$ cat config.mk
export PLATFORM = sky130hd
export DESIGN_NAME = fetch_unit
export DESIGN_NICKNAME = d
export VERILOG_FILES = /design/src/rtl/fetch_unit.sv
export SDC_FILE = /design/constraint.sdc
export NUM_CORES = 1
export LEC_CHECK = 0
export CORE_MARGIN = 8
export CORE_UTILIZATION = 54
export DETAILED_ROUTE_END_ITERATION = 8
export PLACE_DENSITY = 0.85
export RECOVER_POWER = 100
export SLEW_MARGIN = 25
export SYNTH_ARGS = -nofsm -noshare
export SYNTH_HDL_FRONTEND = slang
export SYNTH_SLANG_ARGS = --single-unit
$ cat constraint.sdc
create_clock -name clk -period 3.2 [get_ports clk]
set_input_delay 0.48 -clock clk [delete_from_list [all_inputs] [get_ports clk]]
set_output_delay 0.48 -clock clk [all_outputs]
set_load 0.05 [all_outputs]
$ cat src/rtl/fetch_unit.sv
// Instruction fetch stage of the 4-bit accumulator CPU: reads opcode/operand nibble
// pairs from program memory, resolves jumps locally and issues only ALU instructions.
module fetch_unit #(
  parameter logic [3:0] RESET_PC          = 4'h0,
  parameter bit         HALT_ON_SELF_JUMP = 1'b1
) (
  input  logic       clk,
  input  logic       reset,
  input  logic       en,
  output logic       mem_req,
  output logic [3:0] mem_addr,
  input  logic       mem_rvalid,
  input  logic [3:0] mem_rdata,
  output logic       instr_valid,
  input  logic       instr_ready,
  output logic [3:0] instr_opcode,
  output logic [3:0] instr_operand,
  output logic [3:0] instr_pc,
  output logic       halted,
  output logic [7:0] issue_count
);

  typedef enum logic [2:0] {
    IDLE    = 3'd0,
    OP_REQ  = 3'd1,
    ARG_REQ = 3'd2,
    ISSUE   = 3'd3,
    HALT    = 3'd4
  } state_t;

  state_t     state_q, state_d;
  logic [3:0] pc_q, pc_d;
  logic       mem_req_q, mem_req_d;
  logic [3:0] mem_addr_q, mem_addr_d;
  logic       instr_valid_q, instr_valid_d;
  logic [3:0] instr_opcode_q, instr_opcode_d;
  logic [3:0] instr_operand_q, instr_operand_d;
  logic [3:0] instr_pc_q, instr_pc_d;
  logic       halted_q, halted_d;
  logic [7:0] issue_count_q, issue_count_d;

  logic       rd_fire;
  logic [3:0] jump_target;

  // Responses only count while a request is outstanding; stray valids are dropped.
  assign rd_fire     = mem_req_q && mem_rvalid;
  assign jump_target = instr_opcode_q[2] ? (pc_q + mem_rdata) : mem_rdata;

  // Next-state, PC and instruction-register update.
  always_comb begin
    state_d         = state_q;
    pc_d            = pc_q;
    instr_opcode_d  = instr_opcode_q;
    instr_operand_d = instr_operand_q;
    instr_pc_d      = instr_pc_q;
    issue_count_d   = issue_count_q;

    case (state_q)
      IDLE: begin
        if (en) begin
          state_d = OP_REQ;
        end else begin
          state_d = IDLE;
        end
      end
      OP_REQ: begin
        if (rd_fire) begin
          instr_opcode_d = mem_rdata;
          instr_pc_d     = pc_q;
          state_d        = ARG_REQ;
        end else begin
          state_d = OP_REQ;
        end
      end
      ARG_REQ: begin
        if (rd_fire) begin
          instr_operand_d = mem_rdata;
          if (!instr_opcode_q[3]) begin
            state_d = ISSUE;
          end else if (HALT_ON_SELF_JUMP && (jump_target == pc_q)) begin
            state_d = HALT;
          end else begin
            pc_d    = jump_target;
            state_d = IDLE;
          end
        end else begin
          state_d = ARG_REQ;
        end
      end
      ISSUE: begin
        if (instr_ready) begin
          pc_d          = pc_q + 4'd2;
          issue_count_d = issue_count_q + 8'd1;
          state_d       = IDLE;
        end else begin
          state_d = ISSUE;
        end
      end
      HALT: begin
        state_d = HALT;
      end
      default: begin
        state_d = IDLE;
      end
    endcase

    // Port outputs are registered copies of what the next state presents.
    mem_req_d     = (state_d == OP_REQ) || (state_d == ARG_REQ);
    mem_addr_d    = (state_d == ARG_REQ) ? (pc_d + 4'd1) : pc_d;
    instr_valid_d = (state_d == ISSUE);
    halted_d      = (state_d == HALT);
  end

  // State and output registers with synchronous reset.
  always_ff @(posedge clk) begin
    if (reset) begin
      state_q         <= IDLE;
      pc_q            <= RESET_PC;
      mem_req_q       <= 1'b0;
      mem_addr_q      <= RESET_PC;
      instr_valid_q   <= 1'b0;
      instr_opcode_q  <= 4'h0;
      instr_operand_q <= 4'h0;
      instr_pc_q      <= 4'h0;
      halted_q        <= 1'b0;
      issue_count_q   <= 8'h00;
    end else begin
      state_q         <= state_d;
      pc_q            <= pc_d;
      mem_req_q       <= mem_req_d;
      mem_addr_q      <= mem_addr_d;
      instr_valid_q   <= instr_valid_d;
      instr_opcode_q  <= instr_opcode_d;
      instr_operand_q <= instr_operand_d;
      instr_pc_q      <= instr_pc_d;
      halted_q        <= halted_d;
      issue_count_q   <= issue_count_d;
    end
  end

  assign mem_req       = mem_req_q;
  assign mem_addr      = mem_addr_q;
  assign instr_valid   = instr_valid_q;
  assign instr_opcode  = instr_opcode_q;
  assign instr_operand = instr_operand_q;
  assign instr_pc      = instr_pc_q;
  assign halted        = halted_q;
  assign issue_count   = issue_count_q;

endmodule

Word level (Yosys, flattened, before mapping)
Index checks and enable logic that the tools add are counted.

Bits in registers: 34. Latch bits: 0. RAM bits: 0. Bits in read-only memories: 0. Input port bits: 9. Output and inout bits: 27. Word-level logic and storage cells: 43. Memories kept: 0.

Add/subtract/negate cells: 4. $mul: 0. Div/mod/pow operators: 0. $lt $le $gt $ge: 0. Eq/ne operators: 9. Shift-type cells: 0. Mux-type cells: 14. Bitwise gates (word level): 0. Reduce and logical (&&, ||, !) cells: 6.

Operator list (count): 4-bit two-way mux (6); 3-bit case mux with 5 select lines (1); 3-bit by 2-bit equality test with 1-bit output (second input constant) (4); 3-bit two-way mux (3); 8-bit by 1-bit adder with 8-bit output (second input constant) (1); 4-bit case mux with 2 select lines (1); 3-bit by 1-bit equality test with 1-bit output (second input constant) (2); 3-bit equality test (second input constant) (2); 2-bit AND reduction (3); 4-bit by 1-bit adder with 4-bit output (second input constant) (1); 4-bit by 2-bit adder with 4-bit output (second input constant) (1); 4-bit adder (1); 4-bit equality test (1); 2-bit two-way mux (2); 3-bit logical NOT (1); 1-bit logical AND (1); 1-bit logical OR (1); 1-bit two-way mux (1).

Longest topological paths before layout
Word-level depth: 9. Mapped depth: 9. Mapped depth without buffers: 9.

Least setup slack after synthesis
Ideal clock, no wire load.

Kind: reg-to-reg. Start point: register instr_opcode_q[2], in the netlist instr_opcode[2]. End point: register mem_addr_q[1], in the netlist mem_addr[1]. Setup time: 0.091 ns. Data arrival time: 2.205 ns. Required time: 3.109 ns. Path slack: 0.904 ns. Cell stages (with the launch flop): 9. Path buffers: 1. Clock period less this slack: 2.296 ns. Path through: dfxtp_1 -> clkbuf_1 -> mux2_2 -> nor3_1 -> or2_2 -> inv_1 -> ha_1 -> nor2_1 -> a311oi_1.

Word-level cells in the longest chain between the ends: 8. Elaborated cells between the ends (all ways): 13. Those cells by class: add/sub (1); eq/ne (2); mux (10).

RTL lines: start: declaration (line 36) `logic [3:0] instr_opcode_q, instr_opcode_d;`; start signal: assignment (line 133) `instr_opcode_q <= instr_opcode_d;`; 4-bit two-way mux (*) (line 47) `assign jump_target = instr_opcode_q[2] ? (pc_q + mem_rdata) : mem_rdata;`; 4-bit equality test (line 80) `end else if (HALT_ON_SELF_JUMP && (jump_target == pc_q)) begin`; 4-bit two-way mux (*) (line 80); 4-bit two-way mux (*) (line 78) `if (!instr_opcode_q[3]) begin`; 4-bit two-way mux (*) (line 76) `if (rd_fire) begin`; 4-bit case mux with 2 select lines (*) (line 58) `case (state_q)`; net pc_d[0] (line 32) `logic [3:0] pc_q, pc_d;`; 4-bit by 1-bit adder with 4-bit output (*) (line 109) `mem_addr_d = (state_d == ARG_REQ) ? (pc_d + 4'd1) : pc_d;`; 4-bit two-way mux (*) (line 109); end signal: assignment (line 131) `mem_addr_q <= mem_addr_d;`; end: declaration (line 34) `logic [3:0] mem_addr_q, mem_addr_d;`.

Mark *: on every way through the listed nets, which the timed path passes. The rest lies on a longest branch. A chain may end at the register's enable or synchronous reset.

Worst setup path in the final report
Start point: input port mem_rdata[0]. End point: register mem_addr_q[3], in the netlist mem_addr[3].

Word-level cells in the longest chain between the ends: 9. Elaborated cells between the ends (all ways): 14. Those cells by class: add/sub (2); eq/ne (2); mux (10).

RTL lines: start: declaration (line 13) `input logic [3:0] mem_rdata,`; 4-bit adder (line 47); 4-bit two-way mux (*) (line 47); 4-bit equality test (line 80); 4-bit two-way mux or 3-bit two-way mux (tied branches) (line 80); 4-bit two-way mux or 3-bit two-way mux (tied branches) (line 78); 4-bit two-way mux or 3-bit two-way mux (tied branches) (line 76); 4-bit case mux with 2 select lines or 3-bit case mux with 5 select lines (tied branches) (line 58); 4-bit by 1-bit adder with 4-bit output or 3-bit by 2-bit equality test with 1-bit output (tied branches) (line 109); 4-bit two-way mux (*) (line 109).

Every way passes the cells marked *; elsewhere a longest branch is shown, timed or not.

==> out/results.md <==
- **NumNets Final** 227
- **aggregate global-route resource usage** 0.174
- **leakage power figure** 0.903 nW
- **sum of routed wire length over all layers** 4040 µm
- **Synth warnings** 0
- **slew at the pin closest to its max-slew limit** 860 ps
- **die outline height** 71.3 µm
- **Data required, critical path** 3420 ps
- **Placement Rows** 20
- **RD Place Congestion** 0.850
- **final global-route overflow total** 0
- **largest net degree at the start of global routing** 24
- **post-synthesis sequential element count** 34
- **maximum ir drop on the vdd rail** 0.260 mV
- **Mean Syn Cell Area** 9.39 µm²
- **total core area** 2980 µm²
- **number of library cell types mapped by synthesis** 42
- **Ports** 36
- **antenna diode count** 0
- **Place WS** 296 ps
- **proportion of synthesized chip area in sequential cells** 0.412
- **crit path setup slack, layout** 429 ps
- **post-route fraction of the period consumed by the critical path** 0.866
- **delay of the slowest cell on the worst path** 610 ps
- **number of enable-type register cells in the synthesized netlist** 0
- **launching element type of the critical path** input port
- **clock period minus final worst setup slack** 2770 ps
- **starting density of the core** 0.555
- **unrepaired setup endpoints after global routing** false
- **area of the mapped netlist** 1650 µm²
- **class of the most critical setup path** input port to register
- **Sum Neg Setup Slack** 0 ps
- **result of the run** complete, no violations
- **crit-path leading delay family** adder cells
- **routed via count divided by cell count** 5.82
- **# clock sinks** 34
- **via count of the first global-routing pass** 1503
- **Cells after DPL** 237
- **Power Dens Cells** 383 nW/µm²
- **Max Clock Skew** 14.4 ps
- **Async S/R FF share, synth** 0
- **R2R Setup Slk** 680 ps
- **# port buffers** 35
- **number of max-cap violations** 0
- **number of DRC markers in iteration 0** 50
- **final standard cell count with taps included and fillers excluded** 245
- **Die X** 71.3 µm
- **Syn Inst Count** 176
- **sum of buffers and inverters on the critical path** 1
- **syn nets** 192
- **type of element capturing the critical path** register
- **tightest slew margin relative to the limit** 0.425
- **DRC Markers** 0
- **most used flip-flop cell after synthesis** dfxtp_1
- **global-route wire length before repair** 7110 µm
- **max-slew violations** 0
- **total number of vias** 1425
- **total half-perimeter wirelength after legalization and detailed placement** 3050 µm
- **Die Outline Area** 5090 µm²
- **share of layout cells above drive strength 1** 0.0708
- **Post-CTS Setup Bufs** 0
- **achievable clock frequency** 0.361 GHz
- **arrival time of data at the critical path endpoint** 2990 ps
- **average routed wire per standard cell** 16.5 µm
- **CTS Root Cell** clkbuf_4
- **list of cells traversed by the critical path** dlygate4sd3_1, ha_1, fa_1, mux2i_1, o32a_4, a211oi_1, nand4b_1, xnor2_1, nor2_1
- **Hold WC Path Type** register to register
- **number of buffers inserted during clock tree synthesis** 5
- **Worst path slowest cell** dlygate4sd3_1
- **Syn-to-layout area delta** 25.2%
- **remaining antenna violation count after routing** 0
- **Clock Tree Buf Depth** 2
- **number of buffers inserted for hold repair after clock tree synthesis** 0
- **Final Hold Fails** 0
- **overall power of the completed layout** 0.000793 W
- **detailed-routing iteration count for the pre-antenna-repair pass** 4
- **H-tree levels** 2
- **number of failing setup endpoints in the final timing report** 0
- **clock transition at the registers of the reported paths** 90 ps
- **antenna violations before repair** 0
- **fill cell count** 244
- **number of cells upsized or downsized after cts** 0
- **TritonCTS clock tree** yes
- **worst skew pair latency** 340 ps
- **maximum fanout encountered on the critical timing path** 4
cell families (layout without fill, tap and decap cells):
group / count (synthesis) / count (layout) / synth area share
AO/OA/AOI/OAI: 22 / 22 / 0.104
XOR/XNOR: 15 / 15 / 0.0795
adder cells (fa/ha/maj): 7 / 7 / 0.0575
buffers and inverters: 12 / 48 / 0.0348
flip-flops: 34 / 34 / 0.412
multiplexers: 15 / 15 / 0.0916
AND/OR/NAND/NOR: 71 / 71 / 0.220
through the flow:
step / hold WS [ps] / area [µm²] / utilization
after floorplan: 481 / 1650 / -
after global placement: 474 / 2020 / 0.678
after detailed placement: 492 / 2020 / 0.678
after CTS: 517 / 2100 / 0.705
after global routing: 547 / 2070 / 0.695
final: 504 / 2070 / 0.695
registers in the layout, indices dropped and copies added (netlist names):
name and flops:
pc_q 4, instr_valid 1, halted 1, mem_req 1, mem_addr 4, issue_count 8, instr_pc 4, instr_opcode 4
state_q 3, instr_operand 4
path summary, 6_finish.rpt:
check / endpoint / from / depth (start not counted)
worst min register to register: instr_pc[1] / instr_pc[1] / 2
worst min-delay path: instr_pc[1] / instr_pc[1] / 2
worst max register to register: mem_addr[1] / state_q[1] / 6
worst max-delay path: mem_addr[3] / mem_rdata[0] / 9
cell type report:
type / count / area [µm²] / share of cell area
Sequential cell: 34 / 681 / 0.329
Timing Repair Buffer: 37 / 358 / 0.173
Tap cell: 33 / 41.3 / 0.0200
Multi-Input combinational cell: 130 / 900 / 0.435
Inverter: 3 / 11.3 / 0.00544
Clock buffer: 8 / 78.8 / 0.0381
placed cells by master (no fill, tap or decap), types with 2 or more instances in the layout:
cell and instances:
nor2_1 32, or2_2 2, o21ai_0 3, a211oi_1 2, clkdlybuf4s50_1 3, clkbuf_4 5
dfxtp_1 34, o211a_1 2, nand4b_1 2, nand2_1 9, o211ai_1 2, a21oi_1 6
clkbuf_1 2, nand4_1 2, ha_1 6, dlygate4sd3_1 32, clkbuf_8 3, mux2i_1 14
and3_1 3, and4b_1 2, nand3_1 8, inv_1 3, xnor2_1 6, nor2b_1 3
xor2_1 9, nor3_1 2
worst min-delay path, delay by kind of cell (launching register included):
kind             cells  cell delay [ps]
DFF                  1              330
and+or+nand+nor      1               80
muxes                1               60
routing by layer:
layer  global-route usage  vias up  wire length [µm]
met3               0.0683       11               303
met5                    0        -                 0
met1                0.176      683              1610
met2                0.305       45              2040
li1                     -      686                 -
met4               0.0855        0                86
cells in the mapped netlist (2+ instances only):
cell type | n | area [µm²]
a21oi_1 | 6 | 30.0
nand4_1 | 2 | 12.5
inv_1 | 3 | 11.3
o21ai_0 | 3 | 15.0
nand3_1 | 7 | 35.0
xor2_1 | 9 | 78.8
nand2_1 | 9 | 33.8
o211ai_1 | 2 | 15.0
nor3_1 | 2 | 10.0
or2_2 | 2 | 12.5
nand4b_1 | 2 | 17.5
nor2_1 | 32 | 120
ha_1 | 6 | 75.1
nor2b_1 | 3 | 18.8
and3_1 | 3 | 18.8
mux2i_1 | 14 | 140
dfxtp_1 | 34 | 681
o211a_1 | 2 | 20.0
xnor2_1 | 6 | 52.6
and4b_1 | 2 | 20.0
clkbuf_1 | 6 | 22.5
where the power goes:
part	switching (W)	internal, W	leakage (nW)
Sequential	0.00000713	0.000427	0.274
Clock	0.000143	0.000150	0.0446
Combinational	0.0000403	0.0000250	0.584
Total	0.000190	0.000602	0.903
Power figures use the tool's default switching activity.
